<file path="config.mk">
export PLATFORM = sky130hd
export DESIGN_NAME = rgb565_frame_writer
export DESIGN_NICKNAME = d
export VERILOG_FILES = /design/src/rtl/rgb565_pkg.sv /design/src/rtl/rgb565_quantizer.sv /design/src/rtl/rgb565_frame_writer.sv
export SDC_FILE = /design/constraint.sdc
export NUM_CORES = 1
export LEC_CHECK = 0
export BUFFER_PORTS_ARGS = -buffer_cell sky130_fd_sc_hd__buf_2
export CORE_MARGIN = 3
export CORE_UTILIZATION = 55
export DETAILED_ROUTE_END_ITERATION = 8
export HOLD_SLACK_MARGIN = 0.1
export PLACE_DENSITY = 0.81
export SKIP_LAST_GASP = 1
export SYNTH_ARGS = -nofsm -noshare
export SYNTH_HDL_FRONTEND = slang
export SYNTH_SLANG_ARGS = --single-unit
</file>
<file path="constraint.sdc">
create_clock -name iClk -period 4.5 [get_ports iClk]
set_input_delay 1.35 -clock iClk [delete_from_list [all_inputs] [get_ports iClk]]
set_output_delay 1.35 -clock iClk [all_outputs]
set_load 0.005 [all_outputs]
</file>
<file path="src/rtl/rgb565_pkg.sv">
// Shared constants for the RGB565 frame writer: quantisation modes, FSM states
// and the 2x2 ordered-dither (Bayer) threshold table.
package rgb565_pkg;

    localparam logic [1:0] QMODE_TRUNC  = 2'd0;
    localparam logic [1:0] QMODE_ROUND  = 2'd1;
    localparam logic [1:0] QMODE_DITHER = 2'd2;

    typedef enum logic {
        IDLE,
        ACTIVE
    } state_t;

    // Entry k holds the threshold for position index {y[0],x[0]} = k
    localparam logic [7:0] BAYER_TABLE = {2'd1, 2'd3, 2'd2, 2'd0};

    function automatic logic [1:0] bayer_lookup(input logic [1:0] idx);
        return BAYER_TABLE[{idx, 1'b0} +: 2];
    endfunction

endpackage

</file>
<file path="src/rtl/rgb565_quantizer.sv">
// Combinational 8-bit to 5/6-bit channel quantiser supporting truncate,
// round-half-up with saturation and 2x2 ordered dither.
module rgb565_quantizer
    import rgb565_pkg::*;
(
    input  logic [7:0] chan,
    input  logic       wide,
    input  logic [1:0] mode,
    input  logic [1:0] bayer_idx,
    output logic [5:0] q
);

    logic [1:0] bayer_val;
    logic [8:0] bias;
    logic [8:0] sum;
    logic [8:0] shifted;

    // The 9-bit sum keeps the carry so an overflowing channel saturates
    // instead of wrapping back to black.
    always_comb begin
        bayer_val = bayer_lookup(bayer_idx);
        bias      = '0;
        case (mode)
            QMODE_ROUND:  bias = wide ? 9'd2 : 9'd4;
            QMODE_DITHER: bias = wide ? {7'd0, bayer_val} : {6'd0, bayer_val, 1'b0};
            default:      bias = '0;
        endcase
        sum     = {1'b0, chan} + bias;
        shifted = wide ? (sum >> 2) : (sum >> 3);
        if (wide) begin
            q = (shifted > 9'd63) ? 6'd63 : shifted[5:0];
        end else begin
            q = (shifted > 9'd31) ? 6'd31 : {1'b0, shifted[4:0]};
        end
    end

endmodule

</file>
<file path="src/rtl/rgb565_frame_writer.sv">
// RGB888 to RGB565 frame writer: tracks x/y and a linear frame-buffer address,
// re-aligns on start-of-frame and flags frame completion and sync errors.
module rgb565_frame_writer
    import rgb565_pkg::*;
#(
    parameter int IMG_W = 480,
    parameter int IMG_H = 272,
    parameter int QMODE = 0,
    localparam int ADDR_WIDTH = $clog2(IMG_W * IMG_H)
) (
    input  logic                  iClk,
    input  logic                  iRst,
    input  logic                  i_Clk_en,
    input  logic [23:0]           i_data_rgb888,
    input  logic                  i_valid,
    input  logic                  i_sof,
    output logic [ADDR_WIDTH-1:0] o_addr,
    output logic [15:0]           o_data,
    output logic                  o_valid,
    output logic                  o_frame_done,
    output logic                  o_sync_err,
    output logic                  o_busy
);

    localparam int XW = (IMG_W > 1) ? $clog2(IMG_W) : 1;
    localparam int YW = (IMG_H > 1) ? $clog2(IMG_H) : 1;
    localparam logic [XW-1:0] X_LAST = XW'(IMG_W - 1);
    localparam logic [YW-1:0] Y_LAST = YW'(IMG_H - 1);
    localparam logic [1:0]    MODE   = 2'(QMODE);

    state_t                state_q, state_d;
    logic [XW-1:0]         x_q, x_d;
    logic [YW-1:0]         y_q, y_d;
    logic [ADDR_WIDTH-1:0] addr_q, addr_d;

    logic                  accept;
    logic                  write;
    logic                  restart;
    logic                  done_d;
    logic                  err_d;
    logic [ADDR_WIDTH-1:0] wr_addr;
    logic [1:0]            bayer_pos;
    logic [5:0]            q_r, q_g, q_b;
    logic                  unused_bits;

    assign accept = i_Clk_en & i_valid;

    // Next-state and counter logic; a restart (SOF) forces the pixel to (0,0)
    // so the dither pattern and address both re-align with the new frame.
    always_comb begin
        state_d = state_q;
        x_d     = x_q;
        y_d     = y_q;
        addr_d  = addr_q;
        write   = 1'b0;
        restart = 1'b0;
        done_d  = 1'b0;
        err_d   = 1'b0;
        wr_addr = addr_q;
        if (accept) begin
            case (state_q)
                IDLE: begin
                    if (i_sof) begin
                        write   = 1'b1;
                        restart = 1'b1;
                        state_d = ACTIVE;
                    end
                end
                ACTIVE: begin
                    write = 1'b1;
                    if (i_sof && !(x_q == '0 && y_q == '0)) begin
                        restart = 1'b1;
                        err_d   = 1'b1;
                    end else if (x_q == X_LAST && y_q == Y_LAST) begin
                        done_d  = 1'b1;
                        x_d     = '0;
                        y_d     = '0;
                        addr_d  = '0;
                        state_d = IDLE;
                    end else if (x_q == X_LAST) begin
                        x_d    = '0;
                        y_d    = y_q + YW'(1);
                        addr_d = addr_q + ADDR_WIDTH'(1);
                    end else begin
                        x_d    = x_q + XW'(1);
                        addr_d = addr_q + ADDR_WIDTH'(1);
                    end
                end
                default: state_d = IDLE;
            endcase
            if (restart) begin
                wr_addr = '0;
                x_d     = XW'(1);
                y_d     = '0;
                addr_d  = ADDR_WIDTH'(1);
            end
        end
        bayer_pos = restart ? 2'b00 : {y_q[0], x_q[0]};
    end

    rgb565_quantizer u_quant_r (
        .chan      (i_data_rgb888[23:16]),
        .wide      (1'b0),
        .mode      (MODE),
        .bayer_idx (bayer_pos),
        .q         (q_r)
    );

    rgb565_quantizer u_quant_g (
        .chan      (i_data_rgb888[15:8]),
        .wide      (1'b1),
        .mode      (MODE),
        .bayer_idx (bayer_pos),
        .q         (q_g)
    );

    rgb565_quantizer u_quant_b (
        .chan      (i_data_rgb888[7:0]),
        .wide      (1'b0),
        .mode      (MODE),
        .bayer_idx (bayer_pos),
        .q         (q_b)
    );

    assign unused_bits = q_r[5] ^ q_b[5];

    // State, counters and the output register stage all freeze without clock enable
    always_ff @(posedge iClk) begin
        if (iRst) begin
            state_q      <= IDLE;
            x_q          <= '0;
            y_q          <= '0;
            addr_q       <= '0;
            o_addr       <= '0;
            o_data       <= '0;
            o_valid      <= 1'b0;
            o_frame_done <= 1'b0;
            o_sync_err   <= 1'b0;
            o_busy       <= 1'b0;
        end else if (i_Clk_en) begin
            state_q      <= state_d;
            x_q          <= x_d;
            y_q          <= y_d;
            addr_q       <= addr_d;
            o_valid      <= write;
            o_frame_done <= done_d;
            o_sync_err   <= err_d;
            o_busy       <= (state_d == ACTIVE);
            if (write) begin
                o_addr <= wr_addr;
                o_data <= {q_r[4:0], q_g, q_b[4:0]};
            end
        end
    end

endmodule

</file>
==> metrics.csv <==
stage,metric,value,unit
timing,maxSlewHeadroom,0.491,
route,vias,2599,
clock_tree,cts_inserted_buffers,9,
synth,avgSynthCellArea,9.18,sq um
synth,syn-cell-area,0.00301,sq mm
placed_design,dp_cells,447,
synth,ys_top_cells_by_count,"72 x dfxtp_1, 51 x nand2_1, 34 x nor2_1",
route,wl_per_cell,14.2,um
setup_path,cp_num_cells,7,
timing,tightest_slew,0.761,ns
power_and_ir_drop,intPower,1.11,mW
setup_path,slowest_stage,nor3_1,
global_routing,grt_pass1_wl,10.8,mm
placed_design,dp_hpwl,4.61,mm
setup_path,rr_worst_depth,7,
die,die_x,80.0,um
layout,stdcell_count,462,
power_and_ir_drop,vdd_drop_max,0.359,mV
die,ios,66,
synth,ys.flop_type,dfxtp_1,
global_routing,grtUsageTotal,0.218,
setup_path,crit_family,simple AND/OR/NAND/NOR gates,
synth,synth_top_area_cell,dfxtp_1,
synth,synth.area.top_cells,"dfxtp_1 48%, nand2_1 6.4%, a22o_1 4.7%",
power_and_ir_drop,power_frac_clock,0.483,
power_and_ir_drop,p_per_area,384,mW/mm^2
setup_path,crit_arrival,3.01,ns
global_routing,antenna_found_initial,0,
setup_path,crit_type,input port to flop,
clock_tree,ctsResizeCount,0,
synth,synth_seq_cells,72,
die,die_h,80.0,um
power_and_ir_drop,net-switching-power,0.281,mW
hold_path,whs_path_depth,2,
timing,fin_tns_setup,0,ns
clock_tree,cts_sinks,72,
timing,fin_crit,2.78,ns
route,drc,0,
route,drtIter0Drc,109,
layout,nets,422,
power_and_ir_drop,power_frac_comb,0.048,
synth,yosysTopAreaCellShare,0.479,
clock_tree,cts_tree,built,
run,drv_cap,0,
clock_tree,clockBufferDepth,2,
layout,nFillCells,415,
power_and_ir_drop,p_sw_frac,0.203,
power_and_ir_drop,cellLeakagePower,1.44,nW
clock_tree,insertion_delay,0.34,ns
clock_tree,ctsHoldBuffers,0,
timing,hold_ws,0.455,ns
synth,synth_edf_count,0,
synth,synth_nets,362,
global_routing,grt_pass1_vias,2338,
clock_tree,root_buffer,clkbuf_8,
layout,regArea,0.00144,sq mm
layout,multi_input_area,0.00148,sq mm
route,via_per_inst,5.63,
die,core_area,0.00520,sq mm
timing,slew_viol_final,0,
power_and_ir_drop,seqPwrFrac,0.468,
synth,ys_warn_count,0,
synth,async_flop_share,0,
route,ant_nets,0,
route,dr.pass1.iters,5,
timing,finalWorstSetupSlack,1.72,ns
timing,setup_viol,0,
setup_path,crit_path_max_fanout,23,
setup_path,critical_path_buf_inv_count,2,
timing,max_freq,359,MHz
setup_path,cp-start-kind,input port,
run_status,status,"complete, no violations",
setup_path,crit_chain,"buf_2, o211ai_2, buf_4, nor3_1, and3_1, xnor2_1, nor2_1",
die,dieArea,0.00640,sq mm
clock_tree,h-tree-depth,3,
clock_tree,clk_pin_slew,0.08,ns
synth,synth_cell_types,48,
layout,synthToLayoutAreaGrowth,20.0,%
timing,clock_skew,0.0108,ns
placed_design,portBuffers,57,
global_routing,grt_max_degree,28,
die,rows,26,
global_routing,grt_overflow,0,
synth,synth.most_common_cell,dfxtp_1,
timing,final_hold_viol_count,0,
die,start_util,0.578,
layout,drive_gt1_frac,0.237,
synth,synth-seq-area-share,0.479,
synth,synthCells,328,
setup_path,cp.required,4.72,ns
clock_tree,post_cts.repair.setup_buffers,0,
power_and_ir_drop,power,1.39,mW
setup_path,setup.worst_path.end_class,flop,
timing,grt_setup_unrepaired,false,
timing,fin_crit_sh,0.619,
placed_design,place_congestion,0.824,
hold_path,hold_path.class,flop to flop,
layout,antennaDiodeCount,0,
route,drt-total-wl,6.55,mm
setup_path,slowest_delay,0.57,ns
placed_design,post-place-ws,1.35,ns
setup_path,r2r_setup_slack,2.24,ns
## power groups by stage
stage,Clock [mW],Sequential (mW),Combinational (mW)
global route,0.711,0.650,0.0753
CTS,0.686,0.650,0.0677
detailed placement,0,0.665,0.0674
global placement,0,0.664,0.0659
finish,0.670,0.650,0.0672
floorplan,0,0.664,0.0413
## per-layer routing
metal	GRT usage	vias up	wire [um]
met2	0.356	60	3180
li1	-	1281	-
met5	0	-	0
met4	0.0777	0	78
met1	0.262	1248	2880
met3	0.0801	10	405
## tightest hold or removal path, delay by kind of cell, from the launching register on
kind | cells | cell delay, ns
and+or+nand+nor | 1 | 0.05
AOI/OAI and AO/OA | 1 | 0.05
DFF | 1 | 0.31
## sequential cells by signal (all words and copies together), names as in the netlist
name	cells
addr_q	17
o_addr	17
o_data	16
o_frame_done	1
o_sync_err	1
o_valid	1
state_q	1
x_q	9
y_q	9
## through the flow
stage | area, sq um | util
final | 3610 | 0.694
after global routing | 3610 | 0.694
after CTS | 3610 | 0.694
after detailed placement | 3350 | 0.643
after global placement | 3350 | 0.643
after floorplan | 3010 | -
## worst paths after layout
check,endpoint,startpoint
setup reg to reg,x_q[1],x_q[0]
setup / recovery,addr_q[7],i_sof
hold / removal,o_data[13],o_data[13]
hold reg to reg,o_data[13],o_data[13]
## kinds of logic after synthesis
group,count (synthesis),synth area share
AO/OA/AOI/OAI,69,0.166
XOR/XNOR,21,0.0611
adder cells (fa/ha/maj),5,0.0208
buffers and inverters,20,0.0308
flip-flops,72,0.479
multiplexers,1,0.00333
AND/OR/NAND/NOR,140,0.239
## cells in the final DEF (no fill, tap or decap), types with 3 or more instances in the layout
cell type,n
nor4_1,3
nand3_1,18
a22o_1,16
xnor2_1,8
o22ai_1,4
nand2_1,51
a21oi_1,23
buf_2,57
nand4_1,6
ha_1,5
and3_1,5
a31o_2,3
nor2_1,34
a32o_1,3
bufinv_16,4
dfxtp_1,72
xor2_1,13
inv_1,8
nor3_1,4
clkbuf_8,10
buf_4,3
o21ai_0,8
## cell type report
class / count / share of cell area
clock buffers: 10 / 0.0381
inverters: 9 / 0.00935
clock inverters: 5 / 0.0357
repair buffers: 60 / 0.0852
flip-flops and latches: 72 / 0.399
well taps: 70 / 0.0242
multi-input cells: 236 / 0.409
No activity file was read; power rests on OpenSTA's default activity.
